## src/rtl/uart_cfg_pkg.sv

```systemverilog
// Shared constants, state encodings and parity helper for the parametrised UART.
package uart_cfg_pkg;

  localparam int OVERSAMPLE = 16;

  localparam int PAR_NONE = 0;
  localparam int PAR_ODD  = 1;
  localparam int PAR_EVEN = 2;

  typedef enum logic [2:0] {
    TX_IDLE,
    TX_START,
    TX_DATA,
    TX_PARITY,
    TX_STOP
  } tx_state_e;

  typedef enum logic [2:0] {
    RX_IDLE,
    RX_START,
    RX_DATA,
    RX_PARITY,
    RX_STOP
  } rx_state_e;

  // Parity bit for a data word zero-padded to 9 bits; padding never changes the XOR.
  function automatic logic parity_bit(input logic [8:0] d, input int mode);
    return (mode == PAR_ODD) ? ~^d : ^d;
  endfunction

endpackage

```

## src/rtl/uart_cfg_if.sv

```systemverilog
// Host-side handshake bundle of uart_cfg: TX load path and RX unload/status path.
interface uart_cfg_if #(
  parameter int DATA_BITS = 8
);
  logic                 ld_tx_data;
  logic [DATA_BITS-1:0] tx_data;
  logic                 tx_enable;
  logic                 tx_empty;
  logic                 uld_rx_data;
  logic [DATA_BITS-1:0] rx_data;
  logic                 rx_enable;
  logic                 rx_empty;
  logic                 rx_frame_err;
  logic                 rx_parity_err;
  logic                 rx_over_run;

  modport master (
    output ld_tx_data, tx_data, tx_enable, uld_rx_data, rx_enable,
    input  tx_empty, rx_data, rx_empty, rx_frame_err, rx_parity_err, rx_over_run
  );

  modport slave (
    input  ld_tx_data, tx_data, tx_enable, uld_rx_data, rx_enable,
    output tx_empty, rx_data, rx_empty, rx_frame_err, rx_parity_err, rx_over_run
  );
endinterface

```

## src/rtl/uart_cfg_rx.sv

```systemverilog
// UART receiver: 2-flop synchroniser, 16x oversampling FSM with false-start
// rejection, holding register and sticky frame/parity/overrun flags.
module uart_cfg_rx
  import uart_cfg_pkg::*;
#(
  parameter int DATA_BITS = 8,
  parameter int PARITY    = 0,
  parameter int CLK_DIV   = 27
) (
  input  logic                 clk,
  input  logic                 reset_n,
  input  logic                 rx_in,
  input  logic                 rx_enable,
  input  logic                 uld_rx_data,
  output logic [DATA_BITS-1:0] rx_data,
  output logic                 rx_empty,
  output logic                 rx_frame_err,
  output logic                 rx_parity_err,
  output logic                 rx_over_run
);

  localparam int DIV_W = $clog2(CLK_DIV);
  localparam int OS_W  = $clog2(OVERSAMPLE);
  localparam logic [DIV_W-1:0] DIV_LAST = DIV_W'(CLK_DIV - 1);
  localparam logic [OS_W-1:0]  OS_MID   = OS_W'(OVERSAMPLE / 2 - 1);

  logic                 rx_s1, rx_s2;
  rx_state_e            rx_st;
  logic [DIV_W-1:0]     rx_div;
  logic [OS_W-1:0]      rx_os;
  logic [3:0]           rx_bit;
  logic [DATA_BITS-1:0] rx_sh;
  logic                 rx_par;
  logic                 mid, stop_hit, ferr, perr;

  always_ff @(posedge clk or negedge reset_n) begin
    if (!reset_n) begin
      rx_s1 <= 1'b1;
      rx_s2 <= 1'b1;
    end else begin
      rx_s1 <= rx_in;
      rx_s2 <= rx_s1;
    end
  end

  // Sample point: last divider tick of oversample count 8 within each bit window.
  assign mid      = (rx_div == DIV_LAST) && (rx_os == OS_MID);
  assign stop_hit = rx_enable && (rx_st == RX_STOP) && mid;
  assign ferr     = ~rx_s2;
  assign perr     = (PARITY != PAR_NONE) && (rx_par != parity_bit(9'(rx_sh), PARITY));

  always_ff @(posedge clk or negedge reset_n) begin
    if (!reset_n) begin
      rx_st  <= RX_IDLE;
      rx_div <= '0;
      rx_os  <= '0;
      rx_bit <= '0;
      rx_sh  <= '0;
      rx_par <= 1'b0;
    end else if (!rx_enable) begin
      rx_st <= RX_IDLE;
    end else begin
      if (rx_st != RX_IDLE) begin
        if (rx_div == DIV_LAST) begin
          rx_div <= '0;
          rx_os  <= rx_os + 1'b1;
        end else begin
          rx_div <= rx_div + 1'b1;
        end
      end
      case (rx_st)
        RX_IDLE: if (!rx_s2) begin
          rx_st  <= RX_START;
          rx_div <= '0;
          rx_os  <= '0;
        end
        RX_START: if (mid) begin
          rx_st  <= rx_s2 ? RX_IDLE : RX_DATA;
          rx_bit <= '0;
        end
        RX_DATA: if (mid) begin
          rx_sh <= {rx_s2, rx_sh[DATA_BITS-1:1]};
          if (rx_bit == 4'(DATA_BITS - 1))
            rx_st <= (PARITY != PAR_NONE) ? RX_PARITY : RX_STOP;
          else
            rx_bit <= rx_bit + 1'b1;
        end
        RX_PARITY: if (mid) begin
          rx_par <= rx_s2;
          rx_st  <= RX_STOP;
        end
        RX_STOP: if (mid) rx_st <= RX_IDLE;
        default: rx_st <= RX_IDLE;
      endcase
    end
  end

  // An unload in the same cycle as a completed frame makes room for it.
  always_ff @(posedge clk or negedge reset_n) begin
    if (!reset_n) begin
      rx_data       <= '0;
      rx_empty      <= 1'b1;
      rx_frame_err  <= 1'b0;
      rx_parity_err <= 1'b0;
      rx_over_run   <= 1'b0;
    end else if (stop_hit && (rx_empty || uld_rx_data)) begin
      rx_data       <= rx_sh;
      rx_empty      <= 1'b0;
      rx_frame_err  <= ferr | (rx_frame_err & ~uld_rx_data);
      rx_parity_err <= perr | (rx_parity_err & ~uld_rx_data);
      rx_over_run   <= rx_over_run & ~uld_rx_data;
    end else if (stop_hit) begin
      rx_over_run <= 1'b1;
    end else if (uld_rx_data) begin
      rx_empty      <= 1'b1;
      rx_frame_err  <= 1'b0;
      rx_parity_err <= 1'b0;
      rx_over_run   <= 1'b0;
    end
  end

endmodule

```

## src/rtl/uart_cfg.sv

```systemverilog
// Parametrised single-clock UART: transmitter FSM here, receiver in uart_cfg_rx.
module uart_cfg
  import uart_cfg_pkg::*;
#(
  parameter int DATA_BITS = 8,
  parameter int PARITY    = 0,
  parameter int STOP_BITS = 1,
  parameter int CLK_DIV   = 27
) (
  input  logic     clk,
  input  logic     reset_n,
  uart_cfg_if.slave host,
  output logic     tx_out,
  input  logic     rx_in
);

  localparam int DIV_W = $clog2(CLK_DIV);
  localparam int OS_W  = $clog2(OVERSAMPLE);
  localparam logic [DIV_W-1:0] DIV_LAST = DIV_W'(CLK_DIV - 1);
  localparam logic [OS_W-1:0]  OS_LAST  = OS_W'(OVERSAMPLE - 1);

  tx_state_e            tx_st;
  logic [DIV_W-1:0]     tx_div;
  logic [OS_W-1:0]      tx_os;
  logic [3:0]           tx_bit;
  logic [DATA_BITS-1:0] tx_sh;
  logic                 tx_par;
  logic                 tx_out_q, tx_empty_q;
  logic                 tx_bit_end;

  assign tx_bit_end    = (tx_div == DIV_LAST) && (tx_os == OS_LAST);
  assign tx_out        = tx_out_q;
  assign host.tx_empty = tx_empty_q;

  // tx_out is registered one bit ahead: each bit-end edge loads the next line level.
  always_ff @(posedge clk or negedge reset_n) begin
    if (!reset_n) begin
      tx_st      <= TX_IDLE;
      tx_div     <= '0;
      tx_os      <= '0;
      tx_bit     <= '0;
      tx_sh      <= '0;
      tx_par     <= 1'b0;
      tx_out_q   <= 1'b1;
      tx_empty_q <= 1'b1;
    end else begin
      if (tx_st != TX_IDLE) begin
        if (tx_div == DIV_LAST) begin
          tx_div <= '0;
          tx_os  <= tx_os + 1'b1;
        end else begin
          tx_div <= tx_div + 1'b1;
        end
      end
      case (tx_st)
        TX_IDLE: if (host.ld_tx_data && host.tx_enable) begin
          tx_st      <= TX_START;
          tx_sh      <= host.tx_data;
          tx_par     <= parity_bit(9'(host.tx_data), PARITY);
          tx_div     <= '0;
          tx_os      <= '0;
          tx_bit     <= '0;
          tx_out_q   <= 1'b0;
          tx_empty_q <= 1'b0;
        end
        TX_START: if (tx_bit_end) begin
          tx_st    <= TX_DATA;
          tx_out_q <= tx_sh[0];
          tx_sh    <= tx_sh >> 1;
        end
        TX_DATA: if (tx_bit_end) begin
          if (tx_bit == 4'(DATA_BITS - 1)) begin
            tx_bit <= '0;
            if (PARITY != PAR_NONE) begin
              tx_st    <= TX_PARITY;
              tx_out_q <= tx_par;
            end else begin
              tx_st    <= TX_STOP;
              tx_out_q <= 1'b1;
            end
          end else begin
            tx_bit   <= tx_bit + 1'b1;
            tx_out_q <= tx_sh[0];
            tx_sh    <= tx_sh >> 1;
          end
        end
        TX_PARITY: if (tx_bit_end) begin
          tx_st    <= TX_STOP;
          tx_out_q <= 1'b1;
        end
        TX_STOP: if (tx_bit_end) begin
          if (tx_bit == 4'(STOP_BITS - 1)) begin
            tx_st      <= TX_IDLE;
            tx_bit     <= '0;
            tx_empty_q <= 1'b1;
          end else begin
            tx_bit <= tx_bit + 1'b1;
          end
        end
        default: tx_st <= TX_IDLE;
      endcase
    end
  end

  uart_cfg_rx #(
    .DATA_BITS (DATA_BITS),
    .PARITY    (PARITY),
    .CLK_DIV   (CLK_DIV)
  ) u_rx (
    .clk           (clk),
    .reset_n       (reset_n),
    .rx_in         (rx_in),
    .rx_enable     (host.rx_enable),
    .uld_rx_data   (host.uld_rx_data),
    .rx_data       (host.rx_data),
    .rx_empty      (host.rx_empty),
    .rx_frame_err  (host.rx_frame_err),
    .rx_parity_err (host.rx_parity_err),
    .rx_over_run   (host.rx_over_run)
  );

endmodule

```

## src/flat_wrapper.sv

```systemverilog
// flat-port wrapper written by rule: the top's interface ports become plain ports
module uart_cfg_flat import uart_cfg_pkg::*;
#(
  parameter int DATA_BITS = 8,
  parameter int PARITY    = 0,
  parameter int STOP_BITS = 1,
  parameter int CLK_DIV   = 27
)
  (clk, reset_n, tx_out, rx_in, host_ld_tx_data, host_tx_data, host_tx_enable, host_uld_rx_data, host_rx_enable, host_tx_empty, host_rx_data, host_rx_empty, host_rx_frame_err, host_rx_parity_err, host_rx_over_run);
  uart_cfg_if #(.DATA_BITS(DATA_BITS)) host_i ();
  input  logic clk;
  input  logic reset_n;
  output logic tx_out;
  input  logic rx_in;
  input wire logic [$bits(host_i.ld_tx_data)-1:0] host_ld_tx_data;
  input wire logic [$bits(host_i.tx_data)-1:0] host_tx_data;
  input wire logic [$bits(host_i.tx_enable)-1:0] host_tx_enable;
  input wire logic [$bits(host_i.uld_rx_data)-1:0] host_uld_rx_data;
  input wire logic [$bits(host_i.rx_enable)-1:0] host_rx_enable;
  output wire logic [$bits(host_i.tx_empty)-1:0] host_tx_empty;
  output wire logic [$bits(host_i.rx_data)-1:0] host_rx_data;
  output wire logic [$bits(host_i.rx_empty)-1:0] host_rx_empty;
  output wire logic [$bits(host_i.rx_frame_err)-1:0] host_rx_frame_err;
  output wire logic [$bits(host_i.rx_parity_err)-1:0] host_rx_parity_err;
  output wire logic [$bits(host_i.rx_over_run)-1:0] host_rx_over_run;
  assign host_i.ld_tx_data = host_ld_tx_data;
  assign host_i.tx_data = host_tx_data;
  assign host_i.tx_enable = host_tx_enable;
  assign host_i.uld_rx_data = host_uld_rx_data;
  assign host_i.rx_enable = host_rx_enable;
  assign host_tx_empty = host_i.tx_empty;
  assign host_rx_data = host_i.rx_data;
  assign host_rx_empty = host_i.rx_empty;
  assign host_rx_frame_err = host_i.rx_frame_err;
  assign host_rx_parity_err = host_i.rx_parity_err;
  assign host_rx_over_run = host_i.rx_over_run;
  uart_cfg #(.DATA_BITS(DATA_BITS), .PARITY(PARITY), .STOP_BITS(STOP_BITS), .CLK_DIV(CLK_DIV)) u_core (.clk(clk), .reset_n(reset_n), .host(host_i), .tx_out(tx_out), .rx_in(rx_in));
endmodule
```

## config.mk

```make
export PLATFORM = sky130hd
export DESIGN_NAME = uart_cfg_flat
export DESIGN_NICKNAME = d
export VERILOG_FILES = /design/src/rtl/uart_cfg_pkg.sv /design/src/rtl/uart_cfg_if.sv /design/src/rtl/uart_cfg_rx.sv /design/src/rtl/uart_cfg.sv /design/src/flat_wrapper.sv
export SDC_FILE = /design/constraint.sdc
export NUM_CORES = 1
export LEC_CHECK = 0
export BUFFER_PORTS_ARGS = -buffer_cell sky130_fd_sc_hd__buf_4
export CAP_MARGIN = 20
export CORE_MARGIN = 2
export CORE_UTILIZATION = 47
export DETAILED_ROUTE_END_ITERATION = 6
export HOLD_SLACK_MARGIN = 0.06
export MAX_ROUTING_LAYER = met4
export PLACE_DENSITY = 0.68
export SETUP_SLACK_MARGIN = 0.5
export SLEW_MARGIN = 0
export SYNTH_ARGS = -nofsm -noshare
export SYNTH_HDL_FRONTEND = slang
export SYNTH_SLANG_ARGS = --single-unit
```

## constraint.sdc

```tcl
create_clock -name clk -period 2.05 [get_ports clk]
set_input_delay 0 -clock clk [delete_from_list [all_inputs] [get_ports clk]]
set_output_delay 0 -clock clk [all_outputs]
set_load 0.005 [all_outputs]
```

==> results.py, run 1 <==
metrics = {
    "clock_tree": {
        "htree_levels": 3,
        "cts_root_buf": "clkbuf_8",
        "cts_tree": "yes",
        "insertion_delay_ps": 350,
        "path_clk_slew_ps": 80,
        "cts_buffers": 9,
        "cts_sinks": 64,
        "clock_path_buffers": 2,
    },
    "worst_setup_path": {
        "worstPathMaxFanout": 5,
        "crit_arrival_ps": 2160,
        "cp_slowest_cell": "dfrtp_1",
        "cp-end-kind": "flip-flop",
        "path_cells": "inv_2 -> ha_4 -> nand4b_4 -> nor4_4 -> a21boi_4 -> mux2_2",
        "critical_path_required_ps": 2290,
        "slowest_delay_ps": 390,
        "start_kind": "flip-flop",
        "setup.worst_path.class": "flip-flop to flip-flop",
    },
    "timing": {
        "fin_crit_ps": 1930,
        "fmax_mhz": 519,
        "period_share": 0.940,
        "setup_viol": 0,
        "clock_skew_ps": 13.5,
        "slew_violations": 0,
        "rsz0062_at_grt": "yes",
        "whs_ps": 49.6,
        "fin_ws_ps": 123,
        "tns_ps": 0,
        "slew_headroom": 0.465,
        "tightest_slew_ps": 803,
        "hold_viol_final": 0,
    },
    "global_routing": {
        "gr-total-overflow": 0,
        "grt_pass1_wl_mm": 12.5,
        "grt_usage": 0.220,
        "grt_pass1_vias": 2623,
        "grt_antenna_before_repair": 0,
        "grt_start_max_net_pins": 65,
    },
    "worst_hold_path": {
        "hold_class": "primary input to flip-flop",
    },
    "logic_synthesis": {
        "synth.cell_area_um2": 3220,
        "synth_cell_types": 54,
        "syn_nets": 321,
        "ys_seq_area_frac": 0.500,
        "synth_top_family_by_area": "simple AND/OR/NAND/NOR gates",
        "synth_xor_area_frac": 0.0163,
        "synth_flop_cell": "dfrtp_1",
        "ys_warn_count": 0,
        "synth_edf_count": 0,
        "synth-seq-cells": 64,
        "synthAdderAreaFrac": 0.0350,
        "synthCells": 297,
        "synth.avg_cell_area_um2": 10.8,
        "async_flop_share": 1.00,
        "muxShareOfSynthArea": 0.124,
        "synth_compound_area_frac": 0.123,
        "synthSimpleGateAreaFrac": 0.169,
    },
    "run": {
        "drv_cap": 0,
    },
    "placed_design": {
        "dpl.cell_count": 416,
        "post-dp-hpwl_mm": 4.52,
        "place.gp.congestion": 0.848,
        "place_area_um2": 3760,
        "numPortBuffers": 28,
        "pre_cts_ws_ps": 19.2,
    },
    "floorplanning": {
        "die_w_um": 86.7,
        "initial_core_util": 0.479,
        "die_area_um2": 7520,
        "core_area_um2": 6720,
        "die-height_um": 86.7,
        "num_rows": 30,
        "pin_count": 29,
    },
    "drt": {
        "drt_iter0_drc": 168,
        "wire_per_inst_um": 16.3,
        "viasPerCell": 5.58,
        "drtAntennaViolNets": 0,
        "drt_wl_total_mm": 7.71,
        "dr_total_vias": 2637,
        "dr.pass1.iters": 5,
        "drc_errors": 0,
    },
    "cells_and_area": {
        "syn_to_final_growth_pct": 44.0,
        "final_area_um2": 4630,
        "fin_cells": 473,
        "drive_gt1_frac": 0.466,
        "insertedDiodeCount": 0,
        "final_nets": 412,
        "final_cell_mix": "buf_4 (60), dfrtp_1 (56), mux2_2 (18)",
        "final_common_cell": "buf_4",
    },
    "power": {
        "ir_worst_vdd_mv": 0.621,
        "cellPowerDensity_nw_per_um2": 859,
        "leakagePower_nw": 2.18,
    },
    "outcome": {
        "status": "finished, final reports clean",
    },
}
## layer usage
layer / GRT usage / vias up / share of wire
met5: - / - / 0
met4: 0.108 / 0 / 0.024
met3: 0.0362 / 15 / 0.041
met2: 0.344 / 70 / 0.49
met1: 0.279 / 1295 / 0.44
li1: - / 1257 / -
## timing repair
item,4_1_cts,5_1_grt
hold endpoints to repair,73,0
hold buffers,12,0
pin swaps,15,23
endpoints found under the setup margin,46,52
resized for setup,32,38
cloned,1,1
setup buffers,16,11
## synthesized netlist by cell type (2+ instances only)
cell type  count  area, µm²
a211oi_1       2       15.0
a21oi_1       11       55.1
a31o_2         2       17.5
a31oi_1        2       12.5
and3b_1        2       17.5
buf_2          2       10.0
clkbuf_1       3       11.3
dfrtp_1       59       1480
dfstp_2        5        131
ha_1           9        113
inv_1         19       71.3
mux2_2        31        349
mux2i_1        5       50.1
nand2_1       18       67.6
nand2b_1       7       43.8
nand3_1       12       60.1
nand3b_1       2       15.0
nand4_1        3       18.8
nand4b_2       2       30.0
nor2_1        22       82.6
nor2b_1        2       12.5
nor3_1         8       40.0
nor3b_1        2       15.0
nor4_4         2       42.5
o2111ai_1      2       17.5
o211ai_1       3       22.5
o21ai_0       22        110
o22ai_1        2       12.5
o31a_1         2       17.5
or2_2          4       25.0
or3_1          2       12.5
or3b_2         2       17.5
xnor2_1        3       26.3
xor2_1         3       26.3
## logic make-up (layout without fill, tap and decap cells)
group | count (synthesis) | count (layout)
buf+inv | 26 | 121
simple gates | 95 | 95
xor+xnor | 6 | 6
flops | 64 | 64
fa+ha+maj | 9 | 9
compound gates | 61 | 62
mux | 36 | 36
## sequential cells by signal, indices dropped and copies added, names as in the netlist, 4 cells and up
| name | flops |
|---|---|
| u_core.u_rx.rx_div | 5 |
| u_core.u_rx.rx_os | 4 |
| u_core.tx_bit | 4 |
| u_core.u_rx.rx_data | 8 |
| u_core.tx_os | 4 |
| u_core.tx_div | 5 |
| u_core.u_rx.rx_bit | 4 |
| u_core.tx_sh | 8 |
| u_core.u_rx.rx_sh | 8 |
## layout make-up
cell class / instances / area (µm²)
Fill cell: 466 / 2090
Multi-Input combinational cell: 208 / 1850
Sequential cell: 64 / 1610
Timing Repair Buffer: 85 / 734
Clock buffer: 10 / 138
Clock inverter: 6 / 116
Tap cell: 80 / 100
Inverter: 20 / 77.6
## worst max-delay path, delay by kind of cell (launching register included)
kind	cells	cell delay [ps]
adders and majority gates	1	140
buffers and inverters	1	70
AOI/OAI and AO/OA	1	340
and+or+nand+nor	2	500
DFF	1	390
muxes	1	370
## where the power goes
| part | internal [mW] | total [mW] | switching [mW] |
|---|---|---|---|
| combinational | 0.558 | 0.945 | 0.387 |
| sequential | 1.47 | 1.65 | 0.177 |
| clock | 0.847 | 1.39 | 0.540 |
| total | 2.88 | 3.98 | 1.10 |
## stage by stage
step	utilization	power, mW
after floorplan	-	2.14
after global placement	0.560	2.33
after detailed placement	0.560	2.36
after CTS	0.654	3.86
after global routing	0.689	4.19
final	0.689	3.98
## path summary, 6_finish.rpt
| kind | from | to | slack, ps | cells after the start |
|---|---|---|---|---|
| max | u_core.u_rx.rx_div[0]$_DFFE_PN0P_ | u_core.u_rx.rx_data[3]$_DFFE_PN0P_ | 120 | 6 |
| min in group asynchronous | reset_n | u_core.u_rx.rx_st[2]$_DFFE_PN0P_ | 280 | 2 |
| min | host_tx_enable | u_core.tx_out$_DFFE_PN1P_ | 50 | 4 |
| max in group asynchronous | reset_n | u_core.tx_st[2]$_DFFE_PN0P_ | 1200 | 2 |
| max reg2reg | u_core.u_rx.rx_div[0]$_DFFE_PN0P_ | u_core.u_rx.rx_data[3]$_DFFE_PN0P_ | 120 | 6 |
| min reg2reg | u_core.u_rx.rx_s1$_DFF_PN1_ | u_core.u_rx.rx_s2$_DFF_PN1_ | 360 | 0 |
Note: power is estimated with default switching activity, not from simulation.
==> inputs of run 2 (changes only) <==
- CELL_PAD_IN_SITES_DETAIL_PLACEMENT: default -> 1
- CELL_PAD_IN_SITES_GLOBAL_PLACEMENT: default -> 1
- CORE_UTILIZATION: 47 -> 42
- PLACE_DENSITY: 0.68 -> default
- PLACE_DENSITY_LB_ADDON: default -> 0.1
==> run 2 against run 1 <==
Against the previous run:
- die area is 11% higher
- final area grew 1.1%
- combinational power is 5.0% lower
- non-clock buffer count up 10
- setup slack lost 65 ps
- hold slack improved by 77 ps
- count of clock-buffer cells in the layout fell by 1
- via count rose by 3.0%
- sequential power about the same
- largest cell class unchanged
- register-to-register slack worse by 70 ps
==> results.py, run 2 (synthesis results as in run 1) <==
metrics = {
    "floorplanning": {
        "die_area_um2": 8370,
        "core_area_um2": 7330,
        "die_w_um": 91.5,
        "num_rows": 31,
        "initial_core_util": 0.439,
        "die-height_um": 91.5,
        "pin_count": 29,
    },
    "timing": {
        "fin_crit_ps": 1990,
        "setup_viol": 0,
        "clock_skew_ps": 12.4,
        "slew_violations": 0,
        "period_share": 0.972,
        "whs_ps": 127,
        "slew_headroom": 0.444,
        "tns_ps": 0,
        "hold_viol_final": 0,
        "fmax_mhz": 502,
        "rsz0062_at_grt": "yes",
        "fin_ws_ps": 57.8,
        "tightest_slew_ps": 835,
    },
    "run": {
        "drv_cap": 0,
    },
    "cells_and_area": {
        "syn_to_final_growth_pct": 45.5,
        "final_common_cell": "buf_4",
        "final_cell_mix": "buf_4 (72), dfrtp_1 (56), inv_1 (19)",
        "fin_cells": 502,
        "drive_gt1_frac": 0.484,
        "largestRegisters": "u_core.tx_sh: 8 flops, u_core.u_rx.rx_data: 8 flops, u_core.u_rx.rx_sh: 8 flops",
        "final_util": 0.638,
        "final_area_um2": 4680,
        "insertedDiodeCount": 0,
        "final_nets": 422,
    },
    "worst_setup_path": {
        "crit_buf_inv": 0,
        "worstPathMaxFanout": 5,
        "setup.worst_path.class": "flip-flop to flip-flop",
        "cp_slowest_cell": "or3b_4",
        "slowest_delay_ps": 420,
        "critical_path_required_ps": 2280,
        "crit_start": "u_core.u_rx.rx_st[2]$_DFFE_PN0P_",
        "r2r-start": "u_core.u_rx.rx_st[2]$_DFFE_PN0P_",
        "crit_end": "u_core.u_rx.rx_data[6]$_DFFE_PN0P_",
        "cp-end-kind": "flip-flop",
        "crit_arrival_ps": 2220,
        "r2r-end": "u_core.u_rx.rx_data[6]$_DFFE_PN0P_",
        "worstRegToRegCells": 4,
        "cp.depth": 4,
        "reg2reg_setup_slack_ps": 60,
        "path_cells": "or3b_4 -> nor4_4 -> a21boi_4 -> mux2_4",
        "start_kind": "flip-flop",
        "cpLargestDelayFamily": "simple AND/OR/NAND/NOR gates",
    },
    "worst_hold_path": {
        "worstHoldStart": "host_tx_enable",
        "hold_class": "primary input to flip-flop",
    },
    "clock_tree": {
        "clock_path_buffers": 2,
        "cts_tree": "yes",
        "htree_levels": 3,
        "cts_buffers": 9,
        "insertion_delay_ps": 350,
        "cts_root_buf": "clkbuf_8",
        "path_clk_slew_ps": 80,
        "cts_sinks": 64,
    },
    "power": {
        "ir_worst_vdd_mv": 0.494,
        "cellPowerDensity_nw_per_um2": 807,
        "leakagePower_nw": 2.21,
        "power_mw": 3.78,
    },
    "placed_design": {
        "pre_cts_ws_ps": 62.6,
        "place_area_um2": 3750,
        "numPortBuffers": 28,
        "place.gp.congestion": 0.772,
        "post-dp-hpwl_mm": 5.25,
        "dpl.cell_count": 432,
    },
    "global_routing": {
        "grt_antenna_before_repair": 0,
        "grt_usage": 0.228,
        "grt_start_max_net_pins": 65,
        "gr-total-overflow": 0,
        "grt_pass1_vias": 2887,
        "grt_pass1_wl_mm": 14.6,
    },
    "drt": {
        "drt_iter0_drc": 70,
        "viasPerCell": 5.41,
        "dr.pass1.iters": 4,
        "wire_per_inst_um": 18.5,
        "dr_total_vias": 2715,
        "drt_wl_total_mm": 9.28,
        "drc_errors": 0,
        "drtAntennaViolNets": 0,
    },
    "outcome": {
        "status": "finished, final reports clean",
    },
}
[run 2: worst min path at each step]
stage	endpoint	slack (ps)	depth (start not counted)
after detailed placement	u_core.u_rx.rx_s1$_DFF_PN1_	110	1
final	u_core.tx_div[0]$_DFF_PN0_	130	4
after global routing	u_core.u_rx.rx_st[1]$_DFFE_PN0P_	130	4
after CTS	u_core.tx_out$_DFFE_PN1P_	70	4
after floorplan	u_core.tx_bit[0]$_DFFE_PN0P_	-300	0
after global placement	u_core.u_rx.rx_s1$_DFF_PN1_	110	1
[run 2: layout make-up]
| class | count | area, µm² |
|---|---|---|
| multi-input cells | 208 | 1860 |
| repair buffers | 95 | 791 |
| inverters | 20 | 75.1 |
| clock buffers | 9 | 124 |
| clock inverters | 7 | 95.1 |
| fillers | 769 | 2650 |
| flip-flops and latches | 64 | 1610 |
| well taps | 99 | 124 |
[run 2: where the power goes]
group | leakage [nW] | total [mW] | internal, mW | switching (mW)
Clock | 0.110 | 1.22 | 0.686 | 0.531
Combinational | 1.27 | 0.898 | 0.508 | 0.389
Sequential | 0.829 | 1.66 | 1.47 | 0.191
Total | 2.21 | 3.78 | 2.67 | 1.11
[run 2: worst reg2reg max path: stages, from the launching register on]
cell and delay, ps:
dfrtp_1 400, or3b_4 420, nor4_4 360, a21boi_4 370, mux2_4 340
[run 2: per-layer routing]
metal / routed length (µm) / track usage / share of wire / vias up
met1: 3690 / 0.260 / 0.40 / 1403
met5: 0 / - / 0 / -
met4: 142 / 0.0657 / 0.015 / 0
met3: 202 / 0.0539 / 0.022 / 10
met2: 5250 / 0.398 / 0.57 / 31
li1: - / - / - / 1271
[run 2: repair_timing]
item / 4_1_cts / 5_1_grt
pin swaps: 13 / 31
resized for setup: 23 / 46
setup buffers: 23 / 18
hold endpoints to repair: 73 / 0
cloned: 1 / 0
setup endpoints to repair: 46 / 54
hold buffers: 12 / 0
